==> config.mk <==
export PLATFORM = sky130hd
export DESIGN_NAME = uart_tx
export DESIGN_NICKNAME = d
export VERILOG_FILES = /design/src/rtl/uart_pkg.sv /design/src/rtl/uart_tx.sv
export SDC_FILE = /design/constraint.sdc
export NUM_CORES = 1
export LEC_CHECK = 0
export BUFFER_PORTS_ARGS = -buffer_cell sky130_fd_sc_hd__buf_2
export CORE_MARGIN = 1
export CORE_UTILIZATION = 40
export CTS_CLUSTER_SIZE = 40
export DETAILED_ROUTE_END_ITERATION = 16
export PLACE_DENSITY_LB_ADDON = 0.2
export SYNTH_ARGS = -nofsm -noshare
export SYNTH_HDL_FRONTEND = slang
export SYNTH_SLANG_ARGS = --single-unit
==> constraint.sdc <==
create_clock -name clk -period 5.1 [get_ports clk]
set_input_delay 1.275 -clock clk [delete_from_list [all_inputs] [get_ports clk]]
set_output_delay 1.275 -clock clk [all_outputs]
set_load 0.02 [all_outputs]
==> src/rtl/uart_pkg.sv <==
// Shared UART definitions: frame defaults, one-hot state encodings and a
// counter-width helper used by the transmitter, receiver and debug unit.
package uart_pkg;

    localparam int UART_D_BIT   = 8;   // data bits per frame
    localparam int UART_SB_TICK = 16;  // s_ticks in the stop bit (16/24/32)
    localparam int UART_OVS     = 16;  // s_ticks per start/data bit

    typedef enum logic [3:0] {
        ST_IDLE  = 4'b0001,
        ST_START = 4'b0010,
        ST_DATA  = 4'b0100,
        ST_STOP  = 4'b1000
    } uart_state_e;

    // Bits needed to count 0..n-1, never less than one bit.
    function automatic int cnt_width(input int n);
        return (n <= 2) ? 1 : $clog2(n);
    endfunction

endpackage

==> src/rtl/uart_tx.sv <==
// UART transmitter: start bit, D_BIT data bits LSB first, stop bit of
// SB_TICK s_ticks. Frames start on a rising edge of tx_start while idle;
// tx and tx_done are registered.
module uart_tx
    import uart_pkg::*;
#(
    parameter int D_BIT   = UART_D_BIT,
    parameter int SB_TICK = UART_SB_TICK,
    parameter int OVS     = UART_OVS
) (
    input  logic             clk,
    input  logic             reset,
    input  logic             s_tick,
    input  logic             tx_start,
    input  logic [D_BIT-1:0] tx_dato_in,
    output logic             tx_done,
    output logic             tx
);

    localparam int TICK_MAX = (OVS > SB_TICK) ? OVS : SB_TICK;
    localparam int TICK_W   = cnt_width(TICK_MAX);
    localparam int BIT_W    = cnt_width(D_BIT);

    localparam logic [TICK_W-1:0] OVS_LAST = TICK_W'(OVS - 1);
    localparam logic [TICK_W-1:0] SB_LAST  = TICK_W'(SB_TICK - 1);
    localparam logic [BIT_W-1:0]  BIT_LAST = BIT_W'(D_BIT - 1);

    uart_state_e       state_q, state_d;
    logic [TICK_W-1:0] tick_q,  tick_d;
    logic [BIT_W-1:0]  bit_q,   bit_d;
    logic [D_BIT-1:0]  shreg_q, shreg_d;
    logic              tx_q,    tx_d;
    logic              done_q,  done_d;
    logic              start_prev_q;
    logic              start_cond;

    // A frame needs a fresh rising edge; the cycle carrying tx_done is
    // excluded so a back-to-back request must drop and rise again.
    assign start_cond = tx_start & ~start_prev_q & ~done_q;

    // State, counters, shift register and registered outputs.
    always_ff @(posedge clk) begin
        if (reset) begin
            state_q      <= ST_IDLE;
            tick_q       <= '0;
            bit_q        <= '0;
            shreg_q      <= '0;
            tx_q         <= 1'b1;
            done_q       <= 1'b0;
            start_prev_q <= 1'b1;  // a level held through reset is not an edge
        end else begin
            state_q      <= state_d;
            tick_q       <= tick_d;
            bit_q        <= bit_d;
            shreg_q      <= shreg_d;
            tx_q         <= tx_d;
            done_q       <= done_d;
            start_prev_q <= tx_start;
        end
    end

    // Next-state logic; tx is derived from the next state so it is registered.
    always_comb begin
        state_d = state_q;
        tick_d  = tick_q;
        bit_d   = bit_q;
        shreg_d = shreg_q;
        done_d  = 1'b0;
        tx_d    = 1'b1;

        case (state_q)
            ST_IDLE: begin
                if (start_cond) begin
                    state_d = ST_START;
                    tick_d  = '0;
                    bit_d   = '0;
                    shreg_d = tx_dato_in;
                end
            end
            ST_START: begin
                if (s_tick) begin
                    if (tick_q == OVS_LAST) begin
                        state_d = ST_DATA;
                        tick_d  = '0;
                        bit_d   = '0;
                    end else begin
                        tick_d = tick_q + TICK_W'(1);
                    end
                end
            end
            ST_DATA: begin
                if (s_tick) begin
                    if (tick_q == OVS_LAST) begin
                        tick_d  = '0;
                        shreg_d = shreg_q >> 1;
                        if (bit_q == BIT_LAST) begin
                            state_d = ST_STOP;
                        end else begin
                            bit_d = bit_q + BIT_W'(1);
                        end
                    end else begin
                        tick_d = tick_q + TICK_W'(1);
                    end
                end
            end
            ST_STOP: begin
                if (s_tick) begin
                    if (tick_q == SB_LAST) begin
                        state_d = ST_IDLE;
                        tick_d  = '0;
                        done_d  = 1'b1;
                    end else begin
                        tick_d = tick_q + TICK_W'(1);
                    end
                end
            end
            default: begin
                // Illegal encoding: recover to idle with clean counters.
                state_d = ST_IDLE;
                tick_d  = '0;
                bit_d   = '0;
            end
        endcase

        case (state_d)
            ST_START: tx_d = 1'b0;
            ST_DATA:  tx_d = shreg_d[0];
            default:  tx_d = 1'b1;
        endcase
    end

    assign tx      = tx_q;
    assign tx_done = done_q;

endmodule

Yosys cells after proc, flatten, opt, wreduce, memory -nomap -nowiden:

Index checks and enable logic that the tools add are counted.

* register bits after elaboration: 22
* latch bits: 0
* memory bits (writable): 0
* ROM bits: 0
* input port bits: 12
* output and inout port bits: 2
* word-level logic and storage cells: 63
* memories: 0

* add/sub/neg operators: 2
* $mul: 0
* divide/modulo/power cells: 0
* magnitude comparators: 0
* equality and inequality tests: 15
* shifts and indexed selects: 0
* muxes and demuxes: 26
* bitwise operators: 6
* reduce and logical (&&, ||, !) cells: 6

Operator list (number)
* 4-bit 2-to-1 mux: 11
* 8-bit 2-to-1 mux: 3
* 3-bit 2-to-1 mux: 6
* 4-bit case mux with 4 select lines: 1
* 8-bit case mux with 2 select lines: 1
* 2-bit inequality test (second input constant): 6
* 3-bit case mux with 4 select lines: 1
* 4-bit by 2-bit equality test with 1-bit output (second input constant): 2
* 4-bit by 3-bit equality test with 1-bit output (second input constant): 2
* 4-bit equality test (second input constant): 2
* 4-bit case mux with 2 select lines: 1
* 7-bit AND reduction: 1
* 3-bit OR reduction: 2
* 4-bit by 1-bit adder with 4-bit output (second input constant): 1
* 4-bit by 1-bit equality test with 1-bit output (second input constant): 1
* 1-bit NOT: 4
* 4-bit AND reduction: 1
* 3-bit by 1-bit adder with 3-bit output (second input constant): 1
* 3-bit equality test (second input constant): 1
* 1-bit bitwise AND: 2
* 2-bit by 1-bit inequality test with 1-bit output (second input constant): 1
* 1-bit case mux with 2 select lines: 1
* 2-bit AND reduction: 1
* 2-bit nonzero test: 1
* 1-bit 2-to-1 mux: 1

Longest topological paths before layout:

* depth after elaboration: 7
* depth in mapped cells: 6
* depth with buffers taken out: 6

Worst setup path before layout:

OpenSTA, ideal clock, no wires.

* kind: input to register
* start: input tx_start
* end: register bit_q[0]
* library setup time: 0.070 ns
* arrival time: 2.352 ns
* data required time: 5.030 ns
* setup slack: 2.678 ns
* stages on the path: 4
* buffers on the path: 0
* path through: nor3b_4 > o32ai_2 > or4_1 > a21oi_1

* word-level cells in the longest chain between the ends: 4

Ends and longest elaborated chain
* from (decl): RTL line uart_tx.sv:14 `input logic tx_start,`
* 1-bit bitwise AND (2 in series): RTL line uart_tx.sv:39 `assign start_cond = tx_start & ~start_prev_q & ~done_q;`
* 2-bit inequality test (no source line)
* 7-bit AND reduction (no source line)
* to (signal assigned): RTL line uart_tx.sv:54 `bit_q <= bit_d;`
* to (decl): RTL line uart_tx.sv:30 `logic [BIT_W-1:0] bit_q, bit_d;`

Every way passes these cells.
A chain may end at the register's enable or synchronous reset.

Worst setup path in the final report:

* start: input s_tick
* end: register bit_q[0]

* word-level cells in the longest chain between the ends: 2
* elaborated cells on any way between the ends: 3
* classes of those cells: eq/ne: 2; reduce/logical: 1

Ends and longest elaborated chain
* from (decl): RTL line uart_tx.sv:13 `input logic s_tick,`
* 2-bit inequality test (no source line)
* 7-bit AND reduction (no source line) (*)

Mark *: on every way between the ends. The rest lies on a longest branch, timed or not.

==> metrics.txt <==
Via Count=1049; EDFF count, synth=0; NumNets Final=161; DRC=0; dominant synthesized flop cell=dfxtp_1; fin cells=176; I/O pins=14; dpl hpwl=~1800 um; clk_lat worst skew=310 ps; post-DR wirelength/cell=14.3 um; Worst-path clk slew=between 100 and 150 ps; share of layout cells above drive strength 1=19.3%; Data required, critical path=5350 ps; die height=roughly 57 um; part of the cycle the worst path needs=a little under half; core area=0.00283 sq mm; Mapped Nets=151; Critical Path End Type=flip-flop; first-pass GRT wire length=4260 um; CTS Buf Count=3; Initial DRC Count=48; PortBufs=13; Switching Share=22.2%; Max VDD drop=0.000161 V; number of synthesized register bits=22; Setup Total Neg Slack=0 ps; Routed Antenna Nets=0; Via-to-Cell Ratio=just under 6; Logic pwr share=approximately a tenth; CTS tree=done; Row Count=19; Setup Buffers After CTS=0; largest net degree at the start of global routing=21; GRT Residual Overflow=0; max-slew violation count=0; Max Root-Sink Buffers=2; fin crit period=~2400 ps; fin util=47.0%; Seq/Total Area, Yosys=a little over a third; CTS sink cnt=22; placer's final routability congestion estimate=0.894; initial antenna violation count=0; clock share of power=38.3%; Hold-fix buffers, CTS=0; syn avg cell area=9.00 sq um; initial core utilization=43.3%; Max Cap Violations=0; Final Setup Violations=0; H-tree depth=1; WP data arrival=between 2000 and 3000 ps; root buf cell=clkbuf_4; Net Sw Power=around 0.077 mW; Pleak=about 0.45 nW; crit-path max FO=7; Power Dens Cells=261 mW/mm^2; RSZ-0062 raised after global routing=no; P_int=around 0.27 mW; die area=0.00328 sq mm; status=finished, final reports clean; Tightest Pin Transition=around 650 ps; drt pass-1 iters=4; Post-CTS Resized=0; Area Overhead vs Synth=8.59%; Die X=57.3 um; Cell variety after synth=between 40 and 50; asr flop ratio synth=0%; Ys Warns=0; Slew Limit Headroom=56.2%; vias in the first global route=between 900 and 1000; Cells after DPL=172; Mapped Area=about 0.0012 sq mm; CP startpoint kind=input port; sequential share of power=51.7%; Total Wirelength=2520 um; FMAX=approximately 420 MHz; Synth Instances=136; GRT Total Usage=between 15 and 20%; clock skew=17.6 ps; Setup CP Type=input port to flip-flop; Hold/Removal Path Class=flip-flop to flip-flop; final hold violation count=0; # diodes=0
-- worst max-delay path: stages --
cell     delay, ps
buf_2          130
and4_1         350
o32ai_2        170
or4_1          530
a21oi_1        150
-- registers in the layout, indices dropped and copies added, names as in the netlist --
name and flops:
bit_q 3, shreg_q 8, start_prev_q 1, state_q 4, tick_q 4, tx 1, tx_done 1
-- layer usage --
layer / GRT usage (%) / part of all wire [%] / vias to the layer above / wire (um)
li1: - / - / 534 / -
met1: 23.0 / 48 / 490 / 1220
met2: 26.2 / 48 / 20 / 1220
met3: 2.04 / 2.3 / 5 / 57
met4: 6.27 / 1.2 / 0 / 31
met5: 0 / 0 / - / 0
-- cell usage in the layout, fill, tap and decap left out, types with 3 or more instances in the layout --
| master | Yosys | layout |
|---|---|---|
| clkbuf_4 | 0 | 3 |
| a22oi_1 | 6 | 6 |
| nor2b_1 | 3 | 3 |
| ha_1 | 3 | 3 |
| nor2_1 | 5 | 5 |
| a21o_1 | 4 | 4 |
| inv_1 | 3 | 3 |
| nand4_1 | 3 | 3 |
| dfxtp_1 | 22 | 22 |
| a21oi_1 | 15 | 15 |
| buf_2 | 2 | 13 |
| o21ai_0 | 3 | 3 |
| o21a_1 | 3 | 3 |
| nand2_1 | 11 | 11 |
| nand3_1 | 10 | 10 |
-- stage by stage --
stage                     total power, mW  cell area [sq um]  setup WS (ps)  hold WS [ps]
after floorplan                     0.209               1220           2680           443
after global placement              0.217               1280           2470           451
after detailed placement            0.217               1280           2430           461
after CTS                           0.352               1330           2750           479
after global routing                0.361               1330           2660           507
final                               0.347               1330           2740           475
-- cell families (layout without fill, tap and decap cells) --
group           count (synthesis)  in the layout  share of synthesized area [%]
xor+xnor                        1              1                          0.716
flops                          22             22                           36.0
simple gates                   52             52                           26.8
mux                             2              2                           1.74
compound gates                 45             45                           26.6
fa+ha+maj                       3              3                           3.07
buf+inv                        11             20                           5.11
-- power by group through the flow --
| stage | clock, mW | combinational [mW] | sequential (mW) |
|---|---|---|---|
| global placement | 0 | 0.0344 | 0.183 |
| floorplan | 0 | 0.0262 | 0.183 |
| detailed placement | 0 | 0.0343 | 0.183 |
| global route | 0.142 | 0.0384 | 0.180 |
| CTS | 0.138 | 0.0345 | 0.179 |
| finish | 0.133 | 0.0347 | 0.179 |
-- cell type report --
cell class,instances,area (sq um)
clock buffers,3,22.5
clock inverters,1,30.0
fillers,290,1500
inverters,3,11.3
multi-input cells,103,721
flip-flops and latches,22,440
well taps,31,38.8
repair buffers,13,65.1
-- path summary, 6_finish.rpt --
| check | from | endpoint | slack, ps | depth (start not counted) |
|---|---|---|---|---|
| setup / recovery | s_tick | bit_q[0]$_SDFFE_PP0P_ | 2740 | 5 |
| hold / removal | shreg_q[4]$_SDFFE_PP0P_ | shreg_q[4]$_SDFFE_PP0P_ | 470 | 2 |
| setup reg to reg | tick_q[0]$_SDFFE_PP0P_ | bit_q[0]$_SDFFE_PP0P_ | 3170 | 5 |
| hold reg to reg | shreg_q[4]$_SDFFE_PP0P_ | shreg_q[4]$_SDFFE_PP0P_ | 470 | 2 |
-- synthesized netlist by cell type, types with 2 or more instances --
| library cell | n | area, sq um |
|---|---|---|
| a21o_1 | 4 | 30.0 |
| a21oi_1 | 15 | 75.1 |
| a22oi_1 | 6 | 45.0 |
| a32o_1 | 2 | 20.0 |
| and3_1 | 2 | 12.5 |
| buf_2 | 2 | 10.0 |
| buf_4 | 3 | 22.5 |
| clkbuf_1 | 2 | 7.51 |
| dfxtp_1 | 22 | 440 |
| ha_1 | 3 | 37.5 |
| inv_1 | 3 | 11.3 |
| nand2_1 | 11 | 41.3 |
| nand3_1 | 10 | 50.1 |
| nand4_1 | 3 | 18.8 |
| nor2_1 | 5 | 18.8 |
| nor2b_1 | 3 | 18.8 |
| nor4b_2 | 2 | 30.0 |
| o211ai_1 | 2 | 15.0 |
| o21a_1 | 3 | 22.5 |
| o21ai_0 | 3 | 15.0 |
| o21ai_1 | 2 | 10.0 |
| or2_2 | 2 | 12.5 |
(Power assumes the default switching activity.)
